--- src/rtl/func_sweep_initiator.sv ---
// Sweeps a 4-D Q8.8 point through the evaluator with a start_func/func_done 4-phase handshake and tracks the min result.
// Optional handshake watchdog: define SWEEP_TIMEOUT_EN.
module func_sweep_initiator #(
  parameter int          N_POINTS       = 10,
  parameter logic [15:0] STEP           = 16'h0040,
  parameter int          TIMEOUT_CYCLES = 1024
) (
  input  logic        clk,
  input  logic        rst,
  input  logic        go,
  input  logic [15:0] base_a,
  input  logic [15:0] base_b,
  input  logic [15:0] base_c,
  input  logic [15:0] base_d,
  output logic [15:0] a_out,
  output logic [15:0] b_out,
  output logic [15:0] c_out,
  output logic [15:0] d_out,
  output logic        start_func,
  input  logic        func_done,
  input  logic [31:0] z_in,
  input  logic        overflow_in,
  output logic        busy,
  output logic        sweep_done,
  output logic        min_valid,
  output logic [31:0] min_z,
  output logic [7:0]  min_idx,
  output logic [7:0]  ovf_count,
  output logic        timeout_err
);
  typedef enum logic [2:0] {IDLE, LOAD, REQ, REL, ADVANCE, FINISH} state_t;

  localparam logic [7:0] LAST_IDX = 8'(N_POINTS - 1);

  state_t           state_q, state_d;
  logic [3:0][15:0] op_q, op_d;
  logic             start_func_q, start_func_d;
  logic             busy_q, busy_d;
  logic             sweep_done_q, sweep_done_d;
  logic             min_valid_q, min_valid_d;
  logic [31:0]      min_z_q, min_z_d;
  logic [7:0]       min_idx_q, min_idx_d;
  logic [7:0]       ovf_count_q, ovf_count_d;
  logic [7:0]       idx_q, idx_d;
  logic [31:0]      z_cap_q, z_cap_d;
  logic             ovf_cap_q, ovf_cap_d;
  logic             stat_pend_q, stat_pend_d;
`ifdef SWEEP_TIMEOUT_EN
  localparam int             TMO_W    = $clog2(TIMEOUT_CYCLES + 1);
  localparam logic [TMO_W-1:0] TMO_LAST = TMO_W'(TIMEOUT_CYCLES - 1);
  logic [TMO_W-1:0] tmo_cnt_q, tmo_cnt_d;
  logic             timeout_err_q, timeout_err_d;
`endif

  always_comb begin
    state_d      = state_q;
    op_d         = op_q;
    start_func_d = start_func_q;
    busy_d       = busy_q;
    sweep_done_d = 1'b0;
    min_valid_d  = min_valid_q;
    min_z_d      = min_z_q;
    min_idx_d    = min_idx_q;
    ovf_count_d  = ovf_count_q;
    idx_d        = idx_q;
    z_cap_d      = z_cap_q;
    ovf_cap_d    = ovf_cap_q;
    stat_pend_d  = stat_pend_q;
`ifdef SWEEP_TIMEOUT_EN
    tmo_cnt_d     = '0;
    timeout_err_d = timeout_err_q;
`endif
    unique case (state_q)
      IDLE: if (go) begin
        state_d     = LOAD;
        busy_d      = 1'b1;
        op_d        = {base_d, base_c, base_b, base_a};
        min_valid_d = 1'b0;
        ovf_count_d = 8'd0;
        idx_d       = 8'd0;
`ifdef SWEEP_TIMEOUT_EN
        timeout_err_d = 1'b0;
`endif
      end
      LOAD: begin
        state_d      = REQ;
        start_func_d = 1'b1;
      end
      REQ: if (func_done) begin
        z_cap_d      = z_in;
        ovf_cap_d    = overflow_in;
        stat_pend_d  = 1'b1;
        start_func_d = 1'b0;
        state_d      = REL;
      end
      REL: begin
        // Statistics fold in exactly once, however long func_done stays high.
        if (stat_pend_q) begin
          stat_pend_d = 1'b0;
          if (ovf_cap_q) begin
            if (ovf_count_q != 8'hFF) ovf_count_d = ovf_count_q + 8'd1;
          end else if (!min_valid_q || ($signed(z_cap_q) < $signed(min_z_q))) begin
            min_valid_d = 1'b1;
            min_z_d     = z_cap_q;
            min_idx_d   = idx_q;
          end
        end
        if (!func_done) begin
          if (idx_q == LAST_IDX) begin
            state_d      = FINISH;
            sweep_done_d = 1'b1;
            busy_d       = 1'b0;
          end else begin
            state_d = ADVANCE;
          end
        end
      end
      ADVANCE: begin
        for (int i = 0; i < 4; i++) op_d[i] = op_q[i] + STEP;
        idx_d        = idx_q + 8'd1;
        start_func_d = 1'b1;
        state_d      = REQ;
      end
      FINISH:  state_d = IDLE;
      default: state_d = IDLE;
    endcase
`ifdef SWEEP_TIMEOUT_EN
    // Counts only while waiting for the awaited func_done level; abort overrides the case above.
    if ((state_q == REQ && !func_done) || (state_q == REL && func_done)) begin
      if (tmo_cnt_q == TMO_LAST) begin
        timeout_err_d = 1'b1;
        start_func_d  = 1'b0;
        busy_d        = 1'b0;
        sweep_done_d  = 1'b1;
        state_d       = FINISH;
      end else begin
        tmo_cnt_d = tmo_cnt_q + 1'b1;
      end
    end
`endif
  end

  always_ff @(posedge clk) begin
    if (rst) begin
      state_q      <= IDLE;
      op_q         <= '0;
      start_func_q <= 1'b0;
      busy_q       <= 1'b0;
      sweep_done_q <= 1'b0;
      min_valid_q  <= 1'b0;
      min_z_q      <= '0;
      min_idx_q    <= '0;
      ovf_count_q  <= '0;
      idx_q        <= '0;
      z_cap_q      <= '0;
      ovf_cap_q    <= 1'b0;
      stat_pend_q  <= 1'b0;
`ifdef SWEEP_TIMEOUT_EN
      tmo_cnt_q     <= '0;
      timeout_err_q <= 1'b0;
`endif
    end else begin
      state_q      <= state_d;
      op_q         <= op_d;
      start_func_q <= start_func_d;
      busy_q       <= busy_d;
      sweep_done_q <= sweep_done_d;
      min_valid_q  <= min_valid_d;
      min_z_q      <= min_z_d;
      min_idx_q    <= min_idx_d;
      ovf_count_q  <= ovf_count_d;
      idx_q        <= idx_d;
      z_cap_q      <= z_cap_d;
      ovf_cap_q    <= ovf_cap_d;
      stat_pend_q  <= stat_pend_d;
`ifdef SWEEP_TIMEOUT_EN
      tmo_cnt_q     <= tmo_cnt_d;
      timeout_err_q <= timeout_err_d;
`endif
    end
  end

  assign a_out      = op_q[0];
  assign b_out      = op_q[1];
  assign c_out      = op_q[2];
  assign d_out      = op_q[3];
  assign start_func = start_func_q;
  assign busy       = busy_q;
  assign sweep_done = sweep_done_q;
  assign min_valid  = min_valid_q;
  assign min_z      = min_z_q;
  assign min_idx    = min_idx_q;
  assign ovf_count  = ovf_count_q;
`ifdef SWEEP_TIMEOUT_EN
  assign timeout_err = timeout_err_q;
`else
  assign timeout_err = 1'b0;
`endif
endmodule

--- config.mk ---
export PLATFORM = sky130hd
export DESIGN_NAME = func_sweep_initiator
export DESIGN_NICKNAME = d
export VERILOG_FILES = /design/src/rtl/func_sweep_initiator.sv
export SDC_FILE = /design/constraint.sdc
export NUM_CORES = 1
export LEC_CHECK = 0
export CAP_MARGIN = 5
export CORE_MARGIN = 4
export CORE_UTILIZATION = 48
export DETAILED_ROUTE_END_ITERATION = 16
export GPL_TIMING_DRIVEN = 0
export PLACE_DENSITY_LB_ADDON = 0.05
export SYNTH_ARGS = -nofsm -noshare
export SYNTH_HDL_FRONTEND = slang
export SYNTH_SLANG_ARGS = --single-unit
--- constraint.sdc ---
create_clock -name clk -period 3.1 [get_ports clk]
set_input_delay 0.62 -clock clk [delete_from_list [all_inputs] [get_ports clk]]
set_output_delay 0.62 -clock clk [all_outputs]
set_load 0.02 [all_outputs]
==> results.sh <==
export IMPL_status="finished clean"
export IMPL_yosysUniqueCellTypes=49
export IMPL_hold_path_class="reg -> reg"
export IMPL_crit_start="min_z[17]$_SDFFE_PP0P_"
export IMPL_first_pass_iters=5
export IMPL_grt_pass1_wl_um=37500
export IMPL_grt_pass1_vias=7376
export IMPL_cp_end_kind="register"
export IMPL_synth_edf_count=0
export IMPL_area_growth_syn_to_layout_pct=40.9
export IMPL_clk_path_buf_depth=2
export IMPL_slew_violations=0
export IMPL_vias=7668
export IMPL_cts_hold_buf=0
export IMPL_portBuffers=215
export IMPL_met2_usage=0.442
export IMPL_dieArea_sq_um=17800
export IMPL_dpl_worst_slack_ns=-0.00786
export IMPL_setup_viol=0
export IMPL_clock_skew_ns=0.00775
export IMPL_path_common_cell="buf_4"
export IMPL_gr_total_overflow=0
export IMPL_fin_crit_sh=0.891
export IMPL_stdcell_count=1392
export IMPL_cp_start_kind="register"
export IMPL_path_class="reg -> reg"
export IMPL_post_cts_buffers=0
export IMPL_peakVddDrop_v=0.000445
export IMPL_crit_chain="inv_1 -> ha_1 -> a21oi_1 -> o21ai_0 -> a2111o_1 -> o21ai_2 -> nor3_1 -> buf_4 -> buf_4 -> o31ai_1"
export IMPL_clock_sinks=161
export IMPL_layout_nets=1307
export IMPL_combPwrFrac=0.154
export IMPL_synthCells=934
export IMPL_r2r_start="min_z[17]$_SDFFE_PP0P_"
export IMPL_ant_nets=0
export IMPL_root_buffer="clkbuf_16"
export IMPL_worstPathRequired_ns=3.43
export IMPL_clkTransAtPathRegs_ns=0.06
export IMPL_die_h_um=134
export IMPL_clock_latency_ns=0.42
export IMPL_core_area_sq_um=15300
export IMPL_crit_slowest_cell="a2111o_1"
export IMPL_slowest_delay_ns=0.47
export IMPL_drt_iter0_drc=447
export IMPL_seq_power_share=0.413
export IMPL_rows=45
export IMPL_rsz0062_at_grt="no"
export IMPL_post_route_worst_setup_slack_ns=0.337
export IMPL_num_fill_cells=1301
export IMPL_multi_input_area_sq_um=3920
export IMPL_grt_start_max_net_pins=17
export IMPL_async_flop_share=0
export IMPL_layout_commonest_cell="clkdlybuf4s50_1"
export IMPL_drv_cap=0
export IMPL_antenna_found_initial=0
export IMPL_worstHoldPathCells=2
export IMPL_p_leak_nw=3.76
export IMPL_worstPathArrival_ns=3.09
export IMPL_p_switching_mw=1.41
export IMPL_post_route_util=0.696
export IMPL_ys_seq_elements=161
export IMPL_synth_top_flop_cell="dfxtp_1"
export IMPL_top_usage_layer="met2"
export IMPL_final_cell_mix="clkdlybuf4s50_1 (215), dfxtp_1 (161), nand2_1 (144)"
export IMPL_cts_max_level=4
export IMPL_placed_cells=1360
export IMPL_die_w_um=134
export IMPL_synth_area_sq_um=7560
export IMPL_max_slew_margin=0.234
export IMPL_crit_fanout=10
export IMPL_worstHoldStart="b_out[2]$_SDFFE_PP0P_"
export IMPL_ff_latch_area_sq_um=3220
export IMPL_ioPinCount=218
export IMPL_grt_usage=0.261
export IMPL_finalHoldViolCount=0
export IMPL_clkPwrFrac=0.433
export IMPL_switching_share=0.259
export IMPL_fmax_mhz=362
export IMPL_final_area_sq_um=10700
export IMPL_grt_util_met3=0.0785
export IMPL_fin_hold_ws_ns=0.456
export IMPL_synth_warnings=0
export IMPL_place_area_sq_um=9980
export IMPL_syn_avg_cell_area_sq_um=8.10
export IMPL_netlist_area_leader_share=0.426
export IMPL_vias_per_cell=5.51
export IMPL_drc=0
export IMPL_drive_gt1_frac=0.0474
export IMPL_routed_wl_um=23800
export IMPL_yosysTopAreaCell="dfxtp_1"
export IMPL_p_per_area_nw_per_um2=513
export IMPL_insertedDiodeCount=0
export IMPL_synth_nets=1073
export IMPL_tritoncts="built"
export IMPL_min_period_ns=2.76
export IMPL_met1_usage=0.319
export IMPL_start_util=0.494
export IMPL_numCtsBuffers=17
export IMPL_ff2ff_path_depth=10
export IMPL_yosysSeqAreaShare=0.426
export IMPL_power_internal_mw=4.06
export IMPL_gp_congestion=0.860
export IMPL_tightest_slew_ns=1.14
export IMPL_synthTopCellsByArea="dfxtp_1 (43%), nand2_1 (7.1%), a21oi_1 (7.0%)"
export IMPL_place_hpwl_um=17700
export IMPL_wl_per_cell_um=17.1
per-layer routing:
| layer | up-vias | wire length (um) |
|---|---|---|
| met1 | 3566 | 9970 |
| met2 | 288 | 11500 |
| met5 | - | 0 |
| met3 | 34 | 1910 |
| li1 | 3780 | - |
| met4 | 0 | 493 |
per-stage QoR:
step	setup TNS (ns)	power (mW)
CTS	0	5.48
global route	0	5.66
detailed placement	-0.0142	3.13
floorplan	0	2.71
finish	0	5.47
global placement	-0.0766	3.13
Yosys cell counts (3+ instances only):
cell	n
a41oi_1	3
or3_1	4
nor3_1	16
buf_4	5
mux2i_1	8
nor2_1	79
or4_1	34
a2111oi_0	9
nor4_1	4
a221oi_1	5
xor2_1	4
clkbuf_2	3
a211oi_1	11
nand2b_1	46
buf_1	4
o31ai_1	36
nand4_1	17
ha_1	38
a21oi_1	106
nand2_1	144
inv_1	36
and4_1	4
o21ai_0	25
and3_1	9
buf_2	6
and2_1	4
a311oi_1	8
a31oi_1	12
dfxtp_1	161
clkbuf_1	50
nand3_1	19
cells by family (layout without fill, tap and decap cells):
group / Yosys count / in the layout / synth area share
xor gates and xnor gates: 5 / 5 / 0.00579
adders and majority gates: 38 / 38 / 0.0629
and+or+nand+nor: 390 / 390 / 0.252
DFF: 161 / 161 / 0.426
AOI/OAI and AO/OA: 226 / 226 / 0.185
other: 1 / 1 / 0.000496
muxes: 9 / 9 / 0.0121
buffers and inverters: 104 / 351 / 0.0556
power by group through the flow:
stage                     logic [mW]  clock network [mW]  registers (mW)
after global routing           0.912                2.48            2.27
after CTS                      0.839                2.38            2.26
after floorplan                0.333                   0            2.38
after global placement         0.828                   0            2.30
final                          0.840                2.37            2.26
after detailed placement       0.832                   0            2.30
critical path: cells and delay by family (launching register included):
| kind | cells | cell delay [ns] |
|---|---|---|
| AND/OR/NAND/NOR | 1 | 0.12 |
| adder cells (fa/ha/maj) | 1 | 0.31 |
| flip-flops | 1 | 0.37 |
| AO/OA/AOI/OAI | 5 | 1.36 |
| buffers and inverters | 3 | 0.50 |
flip-flops by register name, indices dropped and copies added (netlist names):
register	cells
state_q	3
start_func	1
sweep_done	1
min_valid	1
b_out	16
ovf_cap_q	1
ovf_count	8
min_idx	8
z_cap_q	32
stat_pend_q	1
busy	1
min_z	32
a_out	16
d_out	16
idx_q	8
c_out	16
cell type report:
type,count,share of cell area
Sequential cell,161,0.302
Inverter,36,0.0127
Timing Repair Buffer,215,0.202
Multi-Input combinational cell,669,0.368
Clock buffer,20,0.0438
Tap cell,211,0.0248
Clock inverter,12,0.0193
Buffer,68,0.0268
timing repair:
item                                    CTS  global route
endpoints found under the setup margin    0            11
resized for setup                         0             1
hold endpoints to repair                  0             0
worst paths after layout:
kind	slack (ns)	to
worst min register to register	0.46	b_out[2]$_SDFFE_PP0P_
worst max-delay path	0.34	min_z[7]$_SDFFE_PP0P_
worst min-delay path	0.46	b_out[2]$_SDFFE_PP0P_
worst max register to register	0.34	min_z[7]$_SDFFE_PP0P_
Note: power is estimated with default switching activity, not from simulation.
